--- config.mk ---
export PLATFORM = sky130hd
export DESIGN_NAME = food_spawn_arbiter_flat
export DESIGN_NICKNAME = d
export VERILOG_FILES = /design/src/rtl/food_spawn_arbiter_if.sv /design/src/rtl/food_spawn_arbiter.sv /design/src/flat_wrapper.sv
export SDC_FILE = /design/constraint.sdc
export NUM_CORES = 1
export LEC_CHECK = 0
export ABC_AREA = 1
export CORE_ASPECT_RATIO = 2
export CORE_UTILIZATION = 40
export CTS_CLUSTER_DIAMETER = 40
export CTS_CLUSTER_SIZE = 20
export DETAILED_ROUTE_END_ITERATION = 7
export PLACE_DENSITY = 0.68
export SYNTH_ARGS = -nofsm -noshare
export SYNTH_HDL_FRONTEND = slang
export SYNTH_SLANG_ARGS = --single-unit
--- constraint.sdc ---
create_clock -name clk -period 1.7 [get_ports clk]
set_input_delay 0.34 -clock clk [delete_from_list [all_inputs] [get_ports clk]]
set_output_delay 0.34 -clock clk [all_outputs]
set_load 0.005 [all_outputs]
--- src/rtl/food_spawn_arbiter_if.sv ---
// Food refill handshake between the collision block (master) and the spawn arbiter (slave).
// FOOD_SPAWN_AVOID_HEAD_EN adds the snake head positions to the bundle.
interface food_spawn_arbiter_if;
    logic       food_valid_1;
    logic       food_valid_2;
    logic       food_received_1;
    logic       food_received_2;
    logic [7:0] new_food_x1;
    logic [6:0] new_food_y1;
    logic [7:0] new_food_x2;
    logic [6:0] new_food_y2;
    logic       busy;
`ifdef FOOD_SPAWN_AVOID_HEAD_EN
    logic [7:0] snake_1_head_x;
    logic [6:0] snake_1_head_y;
    logic [7:0] snake_2_head_x;
    logic [6:0] snake_2_head_y;
`endif

    modport master (
`ifdef FOOD_SPAWN_AVOID_HEAD_EN
        output snake_1_head_x, snake_1_head_y, snake_2_head_x, snake_2_head_y,
`endif
        output food_valid_1, food_valid_2,
        input  food_received_1, food_received_2,
        input  new_food_x1, new_food_y1, new_food_x2, new_food_y2, busy
    );

    modport slave (
`ifdef FOOD_SPAWN_AVOID_HEAD_EN
        input  snake_1_head_x, snake_1_head_y, snake_2_head_x, snake_2_head_y,
`endif
        input  food_valid_1, food_valid_2,
        output food_received_1, food_received_2,
        output new_food_x1, new_food_y1, new_food_x2, new_food_y2, busy
    );
endinterface

--- src/rtl/food_spawn_arbiter.sv ---
// Round-robin LFSR food refill for two players; FOOD_SPAWN_AVOID_HEAD_EN also rejects snake heads.
// Latency 4 cycles from request to pulse (+2 per retry); requests wait in IDLE while a refill is in flight.
module food_spawn_arbiter #(
    parameter int unsigned X_MIN     = 21,
    parameter int unsigned X_MAX     = 138,
    parameter int unsigned Y_MIN     = 20,
    parameter int unsigned Y_MAX     = 99,
    parameter int unsigned RETRY_MAX = 7,
    parameter logic [15:0] LFSR_SEED = 16'hACE1
) (
    input  logic                 clk,
    input  logic                 resetn,
    food_spawn_arbiter_if.slave  fs
);
    typedef enum logic [1:0] {IDLE, DRAW, CHECK, LOAD} state_t;

    localparam logic [15:0] SEED = (LFSR_SEED == 16'h0000) ? 16'h0001 : LFSR_SEED;
    localparam logic [15:0] TAPS = 16'hB400;

    state_t      state_q, state_d;
    logic [15:0] lfsr_q, lfsr_d;
    logic        gnt_q, gnt_d;
    logic        rr_q, rr_d;
    logic [1:0]  served_q, served_d;
    logic [3:0]  retry_q, retry_d;
    logic [7:0]  cand_x_q, cand_x_d;
    logic [6:0]  cand_y_q, cand_y_d;
    logic [7:0]  x1_q, x1_d, x2_q, x2_d;
    logic [6:0]  y1_q, y1_d, y2_q, y2_d;
    logic        rcv1_q, rcv1_d, rcv2_q, rcv2_d;
    logic        busy_q, busy_d;

    logic [1:0]  req;
    logic [7:0]  oth_x;
    logic [6:0]  oth_y;
    logic        cand_ok;

    assign req = {fs.food_valid_2, fs.food_valid_1} & ~served_q;

    // Candidate must land in the playfield and not on the other player's food.
    always_comb begin
        oth_x   = gnt_q ? x1_q : x2_q;
        oth_y   = gnt_q ? y1_q : y2_q;
        cand_ok = (cand_x_q >= 8'(X_MIN)) && (cand_x_q <= 8'(X_MAX)) &&
                  (cand_y_q >= 7'(Y_MIN)) && (cand_y_q <= 7'(Y_MAX)) &&
                  !((cand_x_q == oth_x) && (cand_y_q == oth_y));
`ifdef FOOD_SPAWN_AVOID_HEAD_EN
        if (((cand_x_q == fs.snake_1_head_x) && (cand_y_q == fs.snake_1_head_y)) ||
            ((cand_x_q == fs.snake_2_head_x) && (cand_y_q == fs.snake_2_head_y))) begin
            cand_ok = 1'b0;
        end
`endif
    end

    always_comb begin
        state_d  = state_q;
        lfsr_d   = (lfsr_q >> 1) ^ (lfsr_q[0] ? TAPS : 16'h0000);
        gnt_d    = gnt_q;
        rr_d     = rr_q;
        retry_d  = retry_q;
        cand_x_d = cand_x_q;
        cand_y_d = cand_y_q;
        x1_d     = x1_q;
        y1_d     = y1_q;
        x2_d     = x2_q;
        y2_d     = y2_q;
        rcv1_d   = 1'b0;
        rcv2_d   = 1'b0;
        // A dropped valid re-arms its player; LOAD below overrides for the granted one.
        served_d = served_q & {fs.food_valid_2, fs.food_valid_1};

        case (state_q)
            IDLE: begin
                if (req != 2'b00) begin
                    gnt_d   = (req == 2'b11) ? rr_q : req[1];
                    state_d = DRAW;
                end
            end
            DRAW: begin
                cand_x_d = lfsr_q[7:0];
                cand_y_d = lfsr_q[14:8];
                state_d  = CHECK;
            end
            CHECK: begin
                if (cand_ok) begin
                    state_d = LOAD;
                end else if (retry_q < 4'(RETRY_MAX)) begin
                    retry_d = retry_q + 4'd1;
                    state_d = DRAW;
                end else begin
                    cand_x_d = 8'(X_MIN) + {2'b00, cand_x_q[5:0]};
                    cand_y_d = 7'(Y_MIN) + {1'b0, cand_y_q[5:0]};
                    state_d  = LOAD;
                end
            end
            LOAD: begin
                if (gnt_q) begin
                    x2_d        = cand_x_q;
                    y2_d        = cand_y_q;
                    rcv2_d      = 1'b1;
                    served_d[1] = 1'b1;
                end else begin
                    x1_d        = cand_x_q;
                    y1_d        = cand_y_q;
                    rcv1_d      = 1'b1;
                    served_d[0] = 1'b1;
                end
                rr_d    = ~gnt_q;
                retry_d = 4'd0;
                state_d = IDLE;
            end
            default: state_d = IDLE;
        endcase

        busy_d = (state_d != IDLE);
    end

    always_ff @(posedge clk or negedge resetn) begin
        if (!resetn) begin
            state_q  <= IDLE;
            lfsr_q   <= SEED;
            gnt_q    <= 1'b0;
            rr_q     <= 1'b0;
            served_q <= 2'b00;
            retry_q  <= 4'd0;
            cand_x_q <= 8'd0;
            cand_y_q <= 7'd0;
            x1_q     <= 8'd40;
            y1_q     <= 7'd30;
            x2_q     <= 8'd120;
            y2_q     <= 7'd90;
            rcv1_q   <= 1'b0;
            rcv2_q   <= 1'b0;
            busy_q   <= 1'b0;
        end else begin
            state_q  <= state_d;
            lfsr_q   <= lfsr_d;
            gnt_q    <= gnt_d;
            rr_q     <= rr_d;
            served_q <= served_d;
            retry_q  <= retry_d;
            cand_x_q <= cand_x_d;
            cand_y_q <= cand_y_d;
            x1_q     <= x1_d;
            y1_q     <= y1_d;
            x2_q     <= x2_d;
            y2_q     <= y2_d;
            rcv1_q   <= rcv1_d;
            rcv2_q   <= rcv2_d;
            busy_q   <= busy_d;
        end
    end

    assign fs.food_received_1 = rcv1_q;
    assign fs.food_received_2 = rcv2_q;
    assign fs.new_food_x1     = x1_q;
    assign fs.new_food_y1     = y1_q;
    assign fs.new_food_x2     = x2_q;
    assign fs.new_food_y2     = y2_q;
    assign fs.busy            = busy_q;
endmodule

--- src/flat_wrapper.sv ---
// flat-port wrapper written by rule: the top's interface ports become plain ports
module food_spawn_arbiter_flat 
#(
    parameter int unsigned X_MIN     = 21,
    parameter int unsigned X_MAX     = 138,
    parameter int unsigned Y_MIN     = 20,
    parameter int unsigned Y_MAX     = 99,
    parameter int unsigned RETRY_MAX = 7,
    parameter logic [15:0] LFSR_SEED = 16'hACE1
)
  (clk, resetn, fs_food_valid_1, fs_food_valid_2, fs_food_received_1, fs_food_received_2, fs_new_food_x1, fs_new_food_y1, fs_new_food_x2, fs_new_food_y2, fs_busy);
  food_spawn_arbiter_if fs_i ();
  input  logic clk;
  input  logic resetn;
  input wire logic [$bits(fs_i.food_valid_1)-1:0] fs_food_valid_1;
  input wire logic [$bits(fs_i.food_valid_2)-1:0] fs_food_valid_2;
  output wire logic [$bits(fs_i.food_received_1)-1:0] fs_food_received_1;
  output wire logic [$bits(fs_i.food_received_2)-1:0] fs_food_received_2;
  output wire logic [$bits(fs_i.new_food_x1)-1:0] fs_new_food_x1;
  output wire logic [$bits(fs_i.new_food_y1)-1:0] fs_new_food_y1;
  output wire logic [$bits(fs_i.new_food_x2)-1:0] fs_new_food_x2;
  output wire logic [$bits(fs_i.new_food_y2)-1:0] fs_new_food_y2;
  output wire logic [$bits(fs_i.busy)-1:0] fs_busy;
  assign fs_i.food_valid_1 = fs_food_valid_1;
  assign fs_i.food_valid_2 = fs_food_valid_2;
  assign fs_food_received_1 = fs_i.food_received_1;
  assign fs_food_received_2 = fs_i.food_received_2;
  assign fs_new_food_x1 = fs_i.new_food_x1;
  assign fs_new_food_y1 = fs_i.new_food_y1;
  assign fs_new_food_x2 = fs_i.new_food_x2;
  assign fs_new_food_y2 = fs_i.new_food_y2;
  assign fs_busy = fs_i.busy;
  food_spawn_arbiter #(.X_MIN(X_MIN), .X_MAX(X_MAX), .Y_MIN(Y_MIN), .Y_MAX(Y_MAX), .RETRY_MAX(RETRY_MAX), .LFSR_SEED(LFSR_SEED)) u_core (.clk(clk), .resetn(resetn), .fs(fs_i));
endmodule
# Word level (Yosys, flattened, before mapping)
# Index checks and enable logic that the tools add are counted.
totals:
  input_bits: 4
  regBits: 74
op_classes:
  add_sub_neg: 3
  eq_ne: 9
  bitwise_logic: 5
  reduce_logical: 16
  muxes: 24
  order_cmp: 5
op_table:
  columns: ["cell", "count"]
  rows:
  - ["two-way mux 8 bit", 3]
  - ["two-way mux 7 bit", 3]
  - ["two-way mux 16 bit", 1]
  - ["one-hot mux 8 bit (2 select lines)", 1]
  - ["bitwise XOR 15 x 16 -> 16 bit", 1]
  - ["adder 5 x 6 -> 7 bit (first input constant)", 2]
  - ["one-hot mux 7 bit (2 select lines)", 1]
  - ["equality test 8 bit", 1]
  - [">= comparator 8 x 5 -> 1 bit (second input constant)", 1]
  - ["less-or-equal comparator 8 bit (second input constant)", 1]
  - ["two-way mux 2 bit", 4]
  - ["two-way mux 4 bit", 2]
  - ["one-hot mux 2 bit (4 select lines)", 1]
  - ["one-hot mux 4 bit (2 select lines)", 1]
  - ["nonzero test 2 bit", 4]
  - ["equality test 7 bit", 1]
  - [">= comparator 7 x 5 -> 1 bit (second input constant)", 1]
  - ["less-or-equal comparator 7 bit (second input constant)", 1]
  - ["two-way mux 1 bit", 7]
  - ["equality test 2 bit (second input constant)", 3]
  - ["AND reduction 2 bit", 3]
  - ["AND reduction 3 bit", 2]
  - ["logical AND 1 bit", 5]
  - ["adder 4 x 1 -> 4 bit (second input constant)", 1]
  - ["9 further kinds", 11]

# Logic depth before layout (Yosys ltp)
# Gate-level depths: netlist of run 1.
logic_depth:
  word_depth: 8
  mapped_depth: 16
  mapped_depth_nobuf: 15

# Worst setup path before layout of run 1
# OpenSTA, ideal clock, no wires.
synth_path:
  path_type: "flip-flop to flip-flop"
  startpoint: "register u_core.cand_x_q[0]"
  endpoint: "register u_core.cand_x_q[3]"
  path_stages_with_launch: 15
  setup_ps: 117
  path_slack_ps: 1
  period_less_slack_ps: 1699
  t_required_ps: 1583
  arrival_time_ps: 1582
  path_cell_list: "dfrtp_1 > inv_1 > ha_1 > nor2_1 > o21ai_0 > nand3_1 > nand2_1 > nand2_1 > nor2_1 > nand2_2 > nand3b_4 > nand2_4 > buf_6 > nand2_1 > nand2_1"
synth_via:
  elab_chain_len: 7
  elab_cells_between_ends: 15
synth_lines:
  columns: ["item", "line", "source"]
  rows:
  - ["start: declaration", "food_spawn_arbiter.sv:26", "logic [7:0] cand_x_q, cand_x_d;"]
  - ["start signal: assignment", "food_spawn_arbiter.sv:142", "cand_x_q <= cand_x_d;"]
  - [">= comparator 8 x 5 -> 1 bit or less-or-equal comparator 8 bit (tied branches)", "food_spawn_arbiter.sv:44", "cand_ok = (cand_x_q >= 8'(X_MIN)) && (cand_x_q <= 8'(X_MAX)) &&"]
  - ["logical AND 1 bit (2 in a row)", "food_spawn_arbiter.sv:44", null]
  - ["logical AND 1 bit (2 in a row)", "food_spawn_arbiter.sv:45", "(cand_y_q >= 7'(Y_MIN)) && (cand_y_q <= 7'(Y_MAX)) &&"]
  - ["!= test 2 bit (no line)", null, null]
  - ["AND reduction 3 bit (no line)", null, null]
# Several ways; a longest one is shown, not always the timed one. The select of a mux whose other input is x is not followed.
# A chain may end at the register's enable or synchronous reset.

# Worst setup path after layout of run 1
layout_path:
  startpoint: "register u_core.gnt_q"
  endpoint: "register u_core.cand_x_q[1]"
layout_via:
  elab_chain_len: 7
  elab_cells_between_ends: 9
layout_lines:
  columns: ["item", "line", "source"]
  rows:
  - ["start: declaration", "food_spawn_arbiter.sv:22", "logic gnt_q, gnt_d;"]
  - ["start signal: assignment", "food_spawn_arbiter.sv:138", "gnt_q <= gnt_d;"]
  - ["two-way mux 8 bit or two-way mux 7 bit (tied branches)", "food_spawn_arbiter.sv:42, food_spawn_arbiter.sv:43", null]
  - ["equality test 8 bit or equality test 7 bit (tied branches)", "food_spawn_arbiter.sv:46", "!((cand_x_q == oth_x) && (cand_y_q == oth_y));"]
  - ["logical AND 1 bit (*)", "food_spawn_arbiter.sv:46", null]
  - ["zero test 1 bit (*)", "food_spawn_arbiter.sv:46", null]
  - ["logical AND 1 bit (*)", "food_spawn_arbiter.sv:45", null]
  - ["!= test 2 bit (no line) (*)", null, null]
  - ["AND reduction 3 bit (no line) (*)", null, null]
# Every way passes the cells marked *; elsewhere a longest branch is shown, timed or not.

==> reports/qor.txt, run 1 <==
Worst Setup SP: u_core.gnt_q
dpl hpwl: 6840 um
Post-synth EDFFs: 0
critical path endpoint: u_core.cand_x_q[1]
initial core utilization: 41.19%
cells after synthesis: 465
status: finished, violations left
R2R Path Start: u_core.gnt_q
DR pass1 iterations: 4
library cells used by synthesis: 23
Hold Fails Final Rpt: 0
worst hold slack: 0.3691 ns
row count: 49
Reg area: 1879 um2
grt met3 use: 4.535%
CP Capture Type: flip-flop
Yosys warning count: 0
GR peak layer: met2
via count: 3348
R2R cell count: 15
met1 usage: 21.66%
Total Wirelength: 9450 um
placed inst area: 4549 um2
Total Routing Usage GR: 20.86%
nets: 574
Residual DRC: 0
Clock Skew: 0.007609 ns
cell with the most instances after synthesis: nand2_1
Clock Latency Late Sink: 0.34 ns
initial antenna violation count: 0
CP max FO: 8
ys flop type: dfrtp_1
H-tree Lvls: 3
fraction of registers with async set/reset: 100.0%
CP Class: reg -> reg
Tightest Pin Transition: 0.4939 ns
Chip Width: 69.89 um
grt met2 use: 38.19%
global placer's final weighted congestion: 0.9112
Wirelength per Cell: 14.23 um
clock root buffer master: clkbuf_16
synth cell count leaders: nand2_1, dfrtp_1, o21ai_0
Fmax achieved: 524.2 MHz
cts bufs inserted: 9
CTS tree: done
port bufs: 36
final core utilization: 56.12%
worst min-delay path class: reg -> reg
post-route setup TNS: -3.231 ns
share of cells above drive strength 1: 24.20%
vias in the first global route: 3297
total gr overflow: 0
Tmin final: 1.908 ns
crit path launch type: flip-flop
Multi-input gate area: 1708 um2
Die Area: 9629 um2
FF-to-FF setup slack: -0.21 ns
Max Slew Vio Count: 0
Core Footprint: 8951 um2
Iter 0 DRT Violations: 217
CP arrival: 2.14 ns
P_leak: 2.631 nW
post-synthesis average cell area: 7.930 um2
max_cap viols: 0
failing checks: negative setup slack
Relative slew margins: 67.07%
fin worst setup slack: -0.2078 ns
Post-Syn Area: 3687 um2
Max clock buf depth: 2
Worst R2R End: u_core.cand_x_q[1]
WP data required: 1.93 ns
post-synth top area share: 35.29%
Period Utilization, post-route: 112.2%
final total power: 8.493 mW
clock sink total: 74
largest net degree at the start of global routing: 36
sequential share of the synthesized area: 50.97%
cell accounting for the most synthesized area: dfrtp_1
Area contributors post-synth: dfrtp_1, nand2_1, dfstp_2
global-route wire length before repair: 15430 um
Area Overhead vs Synth: 36.24%
cell area after layout: 5024 um2
flops & latches, synth: 74
RSZ-0062 raised after global routing: yes
Clock transition at path regs: 0.05 ns
VDD IR max: 0.7575 mV
Layout fillers: 796
net count after synthesis: 482
DIE HEIGHT: 137.8 um
Antenna Violating Nets Remaining: 0
diode count: 0
# IOs: 37
drt via density: 5.042
# setup viols final: 19
pwr/cell area: 1691 nW/um2
timing repair:
| item | CTS | global route |
|---|---|---|
| setup buffers | 1 | 0 |
| hold buffers | 1 | 0 |
| gates resized for setup | 31 | 37 |
| pin swaps | 4 | 21 |
| cloned | 1 | 0 |
| endpoints found under the setup margin | 33 | 22 |
| hold endpoints to repair | 12 | 0 |
power breakdown:
group / switching [mW] / internal (mW) / total, mW
clock: 0.724 / 1.10 / 1.83
sequential: 0.363 / 2.21 / 2.57
combinational: 2.30 / 1.79 / 4.09
flip-flops by register name, summed over array words and instances, names as in the netlist:
signal and cells:
u_core.served_q 2, u_core.fs.busy 1, u_core.cand_y_q 7, u_core.cand_x_q 8, u_core.state_q 2, u_core.gnt_q 1, u_core.lfsr_q 16, u_core.fs.new_food_x1 8
u_core.fs.new_food_y2 7, u_core.fs.food_received_1 1, u_core.fs.new_food_y1 7, u_core.retry_q 4, u_core.fs.food_received_2 1, u_core.fs.new_food_x2 8, u_core.rr_q 1
critical path, cell delays in order (launching register included):
cell and delay (ns):
dfrtp_1 0.40, inv_2 0.08, buf_6 0.15, nand2_4 0.06
nand2_1 0.05, nand2_1 0.07, nand2_1 0.10, nor2_4 0.11
nand2_1 0.05, nor2_1 0.09, nand2_1 0.08, nand2_2 0.11
nand3b_4 0.14, buf_12 0.17, nand3_1 0.06, nand2_1 0.05
worst min-delay path by stage:
stage | startpoint | to | slack, ns | depth (start not counted)
detailed placement | resetn | u_core.fs.busy | 0.33 | 1
global placement | resetn | u_core.fs.busy | 0.32 | 1
finish | u_core.lfsr_q[6] | u_core.lfsr_q[5] | 0.37 | 0
floorplan | resetn | u_core.cand_x_q[0] | 0.04 | 0
global route | u_core.lfsr_q[6] | u_core.lfsr_q[5] | 0.38 | 0
CTS | u_core.lfsr_q[6] | u_core.lfsr_q[5] | 0.37 | 0
per-layer routing:
| metal | vias up | part of all wire (%) |
|---|---|---|
| li1 | 1655 | - |
| met1 | 1568 | 38 |
| met2 | 91 | 55 |
| met3 | 34 | 3.5 |
| met4 | 0 | 3.8 |
| met5 | - | 0 |
area by class of cell:
type / instances / share of cell area (%)
inverter: 39 / 2.914
timing repair buffer: 95 / 17.33
clock buffer: 12 / 5.305
multi-input combinational: 338 / 34.00
sequential: 74 / 37.41
tap: 102 / 2.540
clock inverter: 4 / 0.4981
per-stage QoR:
stage / std cells / setup slack, ns
after detailed placement: 645 / -0.2150
after global routing: 664 / -0.3007
after floorplan: 465 / 0.001243
after CTS: 664 / -0.1198
final: 664 / -0.2078
after global placement: 645 / -0.1908
cell usage in the layout (no fill, tap or decap), types with 3 or more instances in the layout:
master           count
inv_1               35
buf_12               4
nand2_4              5
o21ai_0             49
nor2_1              21
nor2_2               3
buf_6                8
nand2_1            173
dfrtp_1             52
dlygate4sd2_1       14
inv_2                3
xor2_1               5
clkbuf_16            9
ha_1                13
nand2_2             14
nand3_1             32
buf_4               46
dlymetal6s2s_1       3
dfstp_2             22
nand3_2             12
clkdlybuf4s50_1     18
clkbuf_8             3
kinds of logic (layout without fill, tap and decap cells):
family                   count (synthesis)  count (layout)  share of synthesized area (%)
AO/OA/AOI/OAI                           56              56                          7.838
XOR/XNOR                                 5               5                          1.188
adder cells (fa/ha/maj)                 13              13                          4.411
buffers and inverters                   53             150                          6.447
flip-flops                              74              74                          50.97
AND/OR/NAND/NOR                        264             264                          29.15
No activity file was read; power rests on OpenSTA's default activity.
==> inputs of run 2 (changes only) <==
Settings changed: CAP_MARGIN set to 10.
==> results of run 2 <==
Same layout as run 1: the final DEF is identical, and so are final timing and power.
